**src/rtl/bcd_pkg.sv**
```systemverilog
// Shared constants and FSM state type for the sequential BCD-to-binary converter.
// Digit validation lives in the top, behind BCD_TO_BINARY_DIGIT_CHECK_EN.
package bcd_pkg;

   localparam int NUM_DIGITS = 3;
   localparam int BCD_W      = 12;
   localparam int BIN_W      = 10;
   localparam int ITERATIONS = 10;
   localparam int SR_W       = BCD_W + BIN_W;
   localparam int CNT_W      = 4;

   typedef enum logic [1:0] {
      IDLE = 2'd0,
      CONV = 2'd1,
      DONE = 2'd2
   } state_t;

   function automatic logic has_bad_digit(
      input logic [BCD_W-1:0] v
   );
      logic bad;
      bad = 1'b0;
      for (int i = 0; i < NUM_DIGITS; i++) begin
         if (v[4*i +: 4] > 4'd9) begin
            bad = 1'b1;
         end
      end
      return bad;
   endfunction

endpackage

```
**src/rtl/bcd_digit_adjust.sv**
```systemverilog
// One reverse double-dabble digit correction: fields >= 8 lose 3.
// Purely combinational; instantiated once per BCD digit.
module bcd_digit_adjust
   import bcd_pkg::*;
(
   input  logic [3:0] d,
   output logic [3:0] q
);

   assign q = (d >= 4'd8) ? d - 4'd3 : d;

endmodule

```
**src/rtl/bcd_to_binary_seq.sv**
```systemverilog
// Sequential 3-digit BCD to binary converter (reverse double-dabble, 10 cycles).
// Define BCD_TO_BINARY_DIGIT_CHECK_EN to flag input digits above 9 via err.
module bcd_to_binary_seq
   import bcd_pkg::*;
(
   input  logic             clk,
   input  logic             rst,
   input  logic             start,
   input  logic [BCD_W-1:0] bcd,
   output logic             ready,
   output logic             busy,
   output logic             valid,
   output logic [BIN_W-1:0] bin,
   output logic             err
);

   state_t           state;
   state_t           state_nx;
   logic [SR_W-1:0]  sr;
   logic [SR_W-1:0]  shifted;
   logic [SR_W-1:0]  adjusted;
   logic [CNT_W-1:0] cnt;
   logic             load;
   logic             last;

   assign shifted = sr >> 1;
   assign adjusted[BIN_W-1:0] = shifted[BIN_W-1:0];

   for (genvar g = 0; g < NUM_DIGITS; g++) begin : g_dig
      bcd_digit_adjust u_adj (
         .d (shifted[BIN_W + 4*g +: 4]),
         .q (adjusted[BIN_W + 4*g +: 4])
      );
   end

   assign ready = ~busy;
   assign load  = start & ready;
   assign last  = (cnt == CNT_W'(ITERATIONS - 1));

   always_ff @(posedge clk) begin
      if (rst) begin
         state <= IDLE;
      end else begin
         state <= state_nx;
      end
   end

   always_comb begin
      state_nx = state;
      unique case (state)
         IDLE: if (start) state_nx = CONV;
         CONV: if (last) state_nx = DONE;
         DONE: state_nx = start ? CONV : IDLE;
         default: state_nx = IDLE;
      endcase
   end

   always_comb begin
      busy  = 1'b0;
      valid = 1'b0;
      unique case (state)
         CONV: busy = 1'b1;
         DONE: valid = 1'b1;
         default: ;
      endcase
   end

`ifdef BCD_TO_BINARY_DIGIT_CHECK_EN
   logic err_pend;
   logic err_q;

   // Bad digits still run the full latency so timing is data-independent.
   always_ff @(posedge clk) begin
      if (rst) begin
         sr       <= '0;
         cnt      <= '0;
         bin      <= '0;
         err_pend <= 1'b0;
         err_q    <= 1'b0;
      end else if (load) begin
         sr       <= {bcd, {BIN_W{1'b0}}};
         cnt      <= '0;
         err_pend <= has_bad_digit(bcd);
      end else if (state == CONV) begin
         sr <= adjusted;
         if (last) begin
            bin   <= err_pend ? '0 : adjusted[BIN_W-1:0];
            err_q <= err_pend;
         end else begin
            cnt <= cnt + 4'd1;
         end
      end
   end

   assign err = err_q;
`else
   always_ff @(posedge clk) begin
      if (rst) begin
         sr  <= '0;
         cnt <= '0;
         bin <= '0;
      end else if (load) begin
         sr  <= {bcd, {BIN_W{1'b0}}};
         cnt <= '0;
      end else if (state == CONV) begin
         sr <= adjusted;
         if (last) begin
            bin <= adjusted[BIN_W-1:0];
         end else begin
            cnt <= cnt + 4'd1;
         end
      end
   end

   assign err = 1'b0;
`endif

endmodule

```
**config.mk**
```make
export PLATFORM = sky130hd
export DESIGN_NAME = bcd_to_binary_seq
export DESIGN_NICKNAME = d
export VERILOG_FILES = /design/src/rtl/bcd_pkg.sv /design/src/rtl/bcd_digit_adjust.sv /design/src/rtl/bcd_to_binary_seq.sv
export SDC_FILE = /design/constraint.sdc
export NUM_CORES = 1
export LEC_CHECK = 0
export CAP_MARGIN = 20
export CORE_MARGIN = 8
export CORE_UTILIZATION = 40
export CTS_CLUSTER_SIZE = 28
export DETAILED_ROUTE_END_ITERATION = 10
export DONT_BUFFER_PORTS = 1
export MAX_ROUTING_LAYER = met4
export SYNTH_ARGS = -nofsm -noshare
export SYNTH_HDL_FRONTEND = slang
export SYNTH_SLANG_ARGS = --single-unit
```
**constraint.sdc**
```tcl
create_clock -name clk -period 3 [get_ports clk]
set_input_delay 0.15 -clock clk [delete_from_list [all_inputs] [get_ports clk]]
set_output_delay 0.15 -clock clk [all_outputs]
set_load 0.005 [all_outputs]
```
==> results of run 1 <==
cells in the mapped netlist, drive strengths merged, types with 2 or more instances:
cell type | n | area [µm²]
a211oi | 10 | 90.1
a21o | 3 | 22.5
a21oi | 25 | 125
a221oi | 2 | 23.8
buf | 14 | 108
clkbuf | 3 | 11.3
dfxtp | 37 | 741
ha | 6 | 75.1
inv | 6 | 22.5
mux2i | 10 | 100
nand2 | 22 | 82.6
nand3 | 11 | 55.1
nand3b | 2 | 15.0
nor2 | 6 | 22.5
nor2b | 4 | 25.0
nor3 | 2 | 10.0
o211a | 2 | 20.0
o21a | 2 | 15.0
o21ai | 12 | 60.1
or3 | 2 | 12.5
xnor2 | 2 | 17.5
xor2 | 3 | 26.3
final cells by class:
cell class	instances	area, µm²
Clock buffer	8	80.1
Inverter	6	22.5
Tap cell	52	65.1
Sequential cell	37	741
Timing Repair Buffer	2	17.5
Multi-Input combinational cell	130	832
Fill cell	419	2480
cell families (layout without fill, tap and decap cells):
family	after synthesis	after routing	share of synthesized area, %
multiplexers	10	10	5.84
XOR/XNOR	5	5	2.56
flip-flops	37	37	43.2
AND/OR/NAND/NOR	51	51	13.9
AO/OA/AOI/OAI	57	57	21.7
other	1	1	0.219
buffers and inverters	23	16	8.25
adder cells (fa/ha/maj)	6	6	4.38
cells in the final DEF, fill, tap and decap left out, types with 4 or more instances in the layout:
cell / count
a211oi_1: 7
a21oi_1: 25
clkbuf_8: 5
dfxtp_1: 37
ha_1: 6
inv_1: 5
mux2i_1: 10
nand2_1: 22
nand3_1: 11
nor2_1: 6
nor2b_1: 4
o21ai_0: 12
how the worst max path moves through the flow:
stage,startpoint,to,depth (start not counted)
2_1_floorplan,cnt[1],cnt[0],5
3_3_place_gp,state[1],sr[11],4
3_5_place_dp,state[1],sr[11],4
4_1_cts,state[1],sr[11],4
5_1_grt,state[1],sr[15],4
6_report,state[1],sr[11],4
power groups by stage:
stage	clock network, W	logic [W]	registers (W)
finish	0.000322	0.000100	0.000530
global route	0.000358	0.000114	0.000532
CTS	0.000331	0.000101	0.000530
detailed placement	0	0.0000939	0.000541
global placement	0	0.0000908	0.000540
floorplan	0	0.000103	0.000535
metrics by stage:
stage / hold WS [ns] / cell area [µm²] / cells
after global routing: 0.0251 / 1760 / 235
after detailed placement: 0.219 / 1670 / 226
after floorplan: 0.310 / 1710 / 190
after global placement: 0.218 / 1670 / 226
final: 0.0304 / 1760 / 235
after CTS: 0.0220 / 1760 / 235
state kept, by name, summed over array words and instances (netlist names):
register  cells
state         2
sr           21
cnt           4
bin          10
routing by layer:
| layer | up-vias | share of wire [%] |
|---|---|---|
| met5 | - | 0 |
| met4 | 0 | 2.3 |
| met3 | 9 | 5.1 |
| met2 | 29 | 50 |
| met1 | 584 | 43 |
| li1 | 636 | - |
worst max-delay path, stage by stage, from the launching register on:
cell and delay [ns]:
dfxtp_1 0.33, nand2b_1 0.63, inv_2 0.44, o211a_1 0.26, a211oi_2 0.18
==> metrics, run 1 <==
outcome=complete, no violations; Seq pwr share=55.7%; Synth cell types=32; worst hold stages=2; Syn-to-layout area delta=2.55%; asr flop ratio synth=0%; antenna cell count=0; max-cap viol count=0; Worst-path clk slew=0.07 ns; Setup WS post-layout=1.07 ns; TritonRoute pass-1 iters=4; root buf cell=clkbuf_8; final core utilization=41.5%; Residual DRC=0; all-layer global routing usage=11.4%; PnR Total Power=0.000952 W; crit path time final=1.93 ns; synthesized instance count=190; Worst Skew=0.00385 ns; average size of a mapped cell=9.02 µm²; fmax=518 MHz; Post-CTS Resized=0; crit path capture type=flip-flop; die span in y=81.5 µm; Pint=0.000716 W; Place WS=1.08 ns; net switching power=0.000236 W; routed len/inst=14.3 µm; HP Class=in -> reg; worst-margin pin slew=0.973 ns; Skew-Pair Late Insertion Delay=0.28 ns; Slew Viols, Final=0; Syn. warnings=0; H-tree lvl count=2; register area share after synthesis=43.2%; Starting DRT DRC Count=80; Slew HR=34.9%; initial antenna violation count=0; Placer Congestion=0.715; Initial Util=40.5%; Arrival @ worst endpoint=2.13 ns; Worst VDD drop=259 µV; layout cells sized above 1=6.56%; switching share of total power=24.8%; ys flop type=dfxtp_1; PD cells=541 nW/µm²; Num CTS Buffers=5; final wirelength=3350 µm; grt met2 use=18.2%; final hold vios=0; Comb pwr share=10.5%; M3 GR Usage=4.38%; nets=203; setup bufs post-CTS=0; EDFF count, synth=0; GRT Max-Usage Layer=met2; Pleak=0.652 nW; FP Rows=24; core box area=4230 µm²; Clk pwr share=33.8%; CTS Hold Bufs=1; vias in the first global route=1227; via count=1258; first-pass GRT wire length=5760 µm; largest net degree at the start of global routing=30; Via density=5.35; Crit Path Category=reg -> reg; grt total ovfl=0; syn_nets=211; io pins=29; final setup TNS=0 ns; clock buffer depth=2; Buffers on Ports=0; CTS tree=built; die area=6640 µm²; RSZ-0062 raised after global routing=no; Worst EP required=3.20 ns; fin crit share=64.4%; worst flop-to-flop path endpoint=sr[11]; Hold Path End=sr[16]; Clock Sinks=37; hpwl dp=2260 µm; synthesized area=1710 µm²; Critical Path Fanout Max=29; crit path launch type=flip-flop; final setup fails=0; beginning of the worst hold path=bcd[6]; Die Width=81.5 µm; #FFs+latches synth=37; Critical R2R Launch=state[1]; grt met1 use=12.5%; worst r2r path cells=4; flop2flop setup slack=1.07 ns; Detail Route Antenna Nets=0
No activity file was read; power rests on OpenSTA's default activity.
==> inputs of run 2 (changes only) <==
Settings changed: ABC_AREA set to 1.
Clock period 3 ns to 1.68 ns, I/O delays scaled along.
==> metrics, run 2 <==
Setup WS post-layout=0.200 ns (was 1.07 ns); Reg area=741 µm² (unchanged); CTS tree=built (unchanged); EDFF count, synth=0 (unchanged); Most common cell on crit path=nand2_1; max-cap viol count=0 (unchanged); Residual DRC=0 (unchanged); Largest register FFs=21 (unchanged); final setup TNS=0 ns (unchanged); final setup fails=0 (unchanged); synthesized instance count=244 (was 190); io pins=29 (unchanged); Crit Path Category=reg -> reg (unchanged); clock buffer depth=2 (unchanged); die span in y=83.0 µm (was 81.5 µm); H-tree lvl count=2 (unchanged); setup bufs post-CTS=0 (unchanged); crit path launch type=flip-flop (unchanged); Arrival @ worst endpoint=1.69 ns (was 2.13 ns); Pint=0.00145 W (was 0.000716 W); Place WS=0.209 ns (was 1.08 ns); Synth area leaders=dfxtp_1, nand2_1, nand3_1 (was dfxtp_1, a21oi_1, mux2i_1); Starting DRT DRC Count=107 (was 80); HP Class=in -> reg (unchanged); fillers=446 (was 419); Slew HR=55.2% (was 34.9%); Syn. warnings=0 (unchanged); Synth top cells by count=nand2_1, dfxtp_1, nand3_1, inv_1, a21oi_1 (was dfxtp_1, a21oi_1, nand2_1, o21ai_0, nand3_1); register area share after synthesis=41.2% (was 43.2%); switching share of total power=24.5% (was 24.8%); average size of a mapped cell=7.36 µm² (was 9.02 µm²); Via density=4.85 (was 5.35); net switching power=0.000472 W (was 0.000236 W); Comb pwr share=9.9% (was 10.5%); worst-margin pin slew=0.669 ns (was 0.973 ns); nets=268 (was 203); Yosys top cell area share=41.2% (was 43.2%); RSZ-0062 raised after global routing=no (unchanged); Initial Util=41.3% (was 40.5%); all-layer global routing usage=11.7% (was 11.4%); ys flop type=dfxtp_1 (unchanged); Multi-input gate area=861 µm² (was 832 µm²); vias in the first global route=1340 (was 1227); crit path capture type=flip-flop (unchanged); top-count cell post-synth=nand2_1 (was dfxtp_1); FP Rows=24 (unchanged); routed len/inst=12.9 µm (was 14.3 µm); root buf cell=clkbuf_8 (unchanged); PD cells=979 nW/µm² (was 541 nW/µm²); outcome=complete, no violations (unchanged); Clk pwr share=41.9% (was 33.8%); Post-CTS Resized=0 (unchanged); fmax=676 MHz (was 518 MHz); hpwl dp=2690 µm (was 2260 µm); largest register by flop count=sr (unchanged); largest net degree at the start of global routing=15 (was 30); CTS Hold Bufs=4 (was 1); TritonRoute pass-1 iters=5 (was 4); core box area=4350 µm² (was 4230 µm²); antenna cell count=0 (unchanged); Num CTS Buffers=5 (unchanged); Syn-to-layout area delta=9.40% (was 2.55%); most frequent cells in the layout=nand2_1, dfxtp_1, nand3_1 (was dfxtp_1, a21oi_1, nand2_1); Pleak=0.789 nW (was 0.652 nW); area leader, netlist=dfxtp_1 (unchanged); initial antenna violation count=0 (unchanged); asr flop ratio synth=0% (unchanged); first-pass GRT wire length=6590 µm (was 5760 µm); Die Width=83.0 µm (was 81.5 µm); Skew-Pair Late Insertion Delay=0.29 ns (was 0.28 ns); grt total ovfl=0 (unchanged); Slew Viols, Final=0 (unchanged); synthesized area=1800 µm² (was 1710 µm²); die area=6890 µm² (was 6640 µm²); layout cells sized above 1=13.7% (was 6.56%); Worst VDD drop=728 µV (was 259 µV); Buffers on Ports=0 (unchanged); Seq pwr share=48.2% (was 55.7%); Crit path largest cell delay=0.42 ns (was 0.63 ns); Max stage delay cell, worst path=dfxtp_1 (was nand2b_1); Worst-path clk slew=0.08 ns (was 0.07 ns); final hold vios=0 (unchanged); syn_nets=265 (was 211); Synth cell types=22 (was 32); Clock Sinks=37 (unchanged); Worst Skew=0.00755 ns (was 0.00385 ns); via count=1454 (was 1258); commonest non-fill, non-tap cell in the layout=nand2_1 (was dfxtp_1); crit path time final=1.48 ns (was 1.93 ns); final wirelength=3880 µm (was 3350 µm); fin crit share=88.1% (was 64.4%); Placer Congestion=0.817 (was 0.715); crit-path cells=ha_1, nand2_1, nor2_2, nand2_2, inv_2, nand2_1, a21oi_1 (was nand2b_1, inv_2, o211a_1, a211oi_2); #FFs+latches synth=37 (unchanged); Regs by FF count=sr: 21 flops, bin: 10 flops, cnt: 4 flops (unchanged); cell family with the largest share of critical-path delay=simple AND/OR/NAND/NOR gates (unchanged); Detail Route Antenna Nets=0 (unchanged); Critical Path Fanout Max=12 (was 29); buffers and inverters on the worst path=1 (unchanged); Worst EP required=1.89 ns (was 3.20 ns)
run 2: worst register-to-register path, delay by kind of cell, from the launching register on:
| family | cells | cell delay (ns) |
|---|---|---|
| buf+inv | 1 | 0.22 |
| fa+ha+maj | 1 | 0.20 |
| simple gates | 4 | 0.44 |
| compound gates | 1 | 0.12 |
| flops | 1 | 0.42 |
run 2: area by class of cell:
| cell class | instances | share of cell area, % |
|---|---|---|
| multi-input cells | 167 | 43.8 |
| flip-flops and latches | 37 | 37.7 |
| inverters | 27 | 5.16 |
| clock buffers | 6 | 4.20 |
| repair buffers | 9 | 3.95 |
| well taps | 52 | 3.31 |
| clock inverters | 2 | 1.91 |
run 2: stage by stage:
stage / total power [W] / cells / cell area [µm²] / hold WS [ns] / utilization, %
6_report: 0.00193 / 300 / 1970 / 0.00546 / 45.1
3_3_place_gp: 0.00113 / 288 / 1810 / 0.156 / 41.5
4_1_cts: 0.00195 / 300 / 1970 / 0.00491 / 45.1
5_1_grt: 0.00203 / 300 / 1970 / 0.0238 / 45.1
2_1_floorplan: 0.00110 / 244 / 1800 / 0.153 / -
3_5_place_dp: 0.00113 / 288 / 1810 / 0.158 / 41.5
run 2: final timing paths:
kind	from	endpoint	slack, ns	cells past startpoint
min reg2reg	sr[1]	sr[1]	0.47	2
min	bcd[9]	sr[19]	0.005	4
max reg2reg	cnt[0]	bin[9]	0.20	7
max	cnt[0]	bin[9]	0.20	7
run 2: layer usage:
metal  wire length, µm  up-vias  part of all wire, %  track usage, %
li1                  -      772                    -               -
met1              1910      646                   49            14.7
met2              1620       32                   42            16.0
met3               320        4                  8.3            5.18
met4                34        0                 0.88            4.31
met5                 0        -                    0               -
run 2: cells by family after synthesis:
group / count (synthesis) / share of synthesized area, %
compound gates: 37 / 12.4
xor+xnor: 1 / 0.488
fa+ha+maj: 6 / 4.18
buf+inv: 40 / 10.9
flops: 37 / 41.2
other cells: 1 / 0.209
simple gates: 122 / 30.6
run 2: power by group through the flow:
stage | registers [W] | clock network, W | logic, W
2_1_floorplan | 0.000943 | 0 | 0.000157
3_3_place_gp | 0.000949 | 0 | 0.000177
3_5_place_dp | 0.000949 | 0 | 0.000179
4_1_cts | 0.000928 | 0.000831 | 0.000193
5_1_grt | 0.000934 | 0.000876 | 0.000221
6_report | 0.000929 | 0.000806 | 0.000191
==> inputs of run 3 (changes only) <==
Settings changed: GPL_TIMING_DRIVEN set to 0.
==> metrics, run 3 (synthesis gave the netlist of run 2 again) <==
via count=1525 (was 1454); Worst EP required=1.90 ns (was 1.89 ns); commonest non-fill, non-tap cell in the layout=nand2_1 (unchanged); die span in y=83.0 µm (unchanged); Die Width=83.0 µm (unchanged); Via density=4.94 (was 4.85); worst r2r path cells=8 (was 7); crit path time final=1.39 ns (was 1.48 ns); initial antenna violation count=0 (unchanged); core box area=4350 µm² (unchanged); final hold vios=0 (unchanged); fmax=718 MHz (was 676 MHz); routed len/inst=12.9 µm (about the same); Detail Route Antenna Nets=0 (unchanged); die area=6890 µm² (unchanged); largest register by flop count=sr (unchanged); most frequent cells in the layout=nand2_1, dfxtp_1, nand3_1 (unchanged); RSZ-0062 raised after global routing=no (unchanged); CTS tree=built (unchanged); WHS=0.0355 ns (was 0.00546 ns); io pins=29 (unchanged); final setup TNS=0 ns (unchanged); Num CTS Buffers=5 (unchanged); H-tree lvl count=2 (unchanged); Pleak=0.837 nW (was 0.789 nW); hpwl dp=2800 µm (was 2690 µm); grt total ovfl=0 (unchanged); Worst Skew=0.00684 ns (was 0.00755 ns); crit path capture type=flip-flop (unchanged); Residual DRC=0 (unchanged); nets=277 (was 268); Post-CTS Resized=0 (unchanged); Arrival @ worst endpoint=1.61 ns (was 1.69 ns); Slew Viols, Final=0 (unchanged); max-cap viol count=0 (unchanged); FP Rows=24 (unchanged); HP Class=in -> reg (unchanged); layout cells sized above 1=15.6% (was 13.7%); Clock Sinks=37 (unchanged); Largest register FFs=21 (unchanged); root buf cell=clkbuf_8 (unchanged); fin crit share=82.9% (was 88.1%); clock buffer depth=2 (unchanged); Clk pwr share=44.5% (was 41.9%); Initial Util=41.3% (unchanged); Seq pwr share=45.4% (was 48.2%); worst hold stages=2 (was 4); Comb pwr share=10.1% (was 9.9%); Pint=0.00157 W (was 0.00145 W); Regs by FF count=sr: 21 flops, bin: 10 flops, cnt: 4 flops (unchanged); Worst-path clk slew=0.07 ns (was 0.08 ns); setup bufs post-CTS=0 (unchanged); final setup fails=0 (unchanged); Syn-to-layout area delta=13.9% (was 9.40%); TritonRoute pass-1 iters=4 (was 5); vias in the first global route=1470 (was 1340); Buffers on Ports=0 (unchanged); PnR Total Power=0.00205 W (was 0.00193 W); Starting DRT DRC Count=47 (was 107); net switching power=0.000477 W (was 0.000472 W); CTS Hold Bufs=5 (was 4); Crit Path Category=in -> reg (was reg -> reg); Placer Congestion=0.804 (was 0.817); largest net degree at the start of global routing=13 (was 15); switching share of total power=23.3% (was 24.5%); first-pass GRT wire length=6840 µm (was 6590 µm); Post-Place Cells=296 (was 288); Critical Path Fanout Max=10 (was 12); outcome=complete, no violations (unchanged); antenna cell count=0 (unchanged); fin cells=309 (was 300); PD cells=1000 nW/µm² (was 979 nW/µm²); final wirelength=3980 µm (was 3880 µm); Skew-Pair Late Insertion Delay=0.29 ns (about the same); Worst VDD drop=461 µV (was 728 µV); all-layer global routing usage=12.2% (was 11.7%); crit path launch type=input port (was flip-flop)
[run 3: stage by stage]
stage	cell area [µm²]	util (%)	setup WS, ns
finish	2050	47.0	0.288
global route	2050	47.0	0.177
CTS	2050	47.0	0.302
detailed placement	1860	42.8	0.336
global placement	1860	42.8	0.340
floorplan	1800	-	0.477
[run 3: path summary, 6_finish.rpt]
check,start,to,slack [ns]
setup / recovery,rst,bin[0],0.29
hold / removal,bcd[3],sr[13],0.04
setup reg to reg,cnt[0],bin[1],0.33
hold reg to reg,sr[1],sr[1],0.47
[run 3: critical path, cell delays in order]
cell	delay, ns
dlygate4sd3_1	0.66
inv_1	0.12
clkbuf_1	0.39
o21ai_0	0.23
nor2_1	0.13
[run 3: layout make-up]
cell class / count / area [µm²]
plain buffers: 13 / 93.8
fillers: 456 / 2310
repair buffers: 5 / 50.0
clock buffers: 5 / 68.8
clock inverters: 3 / 65.1
well taps: 52 / 65.1
multi-input cells: 167 / 861
inverters: 27 / 101
flip-flops and latches: 37 / 741
[run 3: power groups by stage]
stage / clock (W) / sequential (W) / combinational (W)
6_report: 0.000910 / 0.000930 / 0.000207
3_5_place_dp: 0 / 0.000950 / 0.000195
2_1_floorplan: 0 / 0.000943 / 0.000157
5_1_grt: 0.000973 / 0.000934 / 0.000239
4_1_cts: 0.000934 / 0.000930 / 0.000208
3_3_place_gp: 0 / 0.000949 / 0.000194
[run 3: routing by layer]
metal / up-vias / global-route usage (%) / wire (µm)
li1: 796 / - / -
met4: 0 / 3.35 / 37
met2: 30 / 18.0 / 1690
met3: 6 / 4.49 / 262
met1: 693 / 15.2 / 1990
met5: - / - / 0
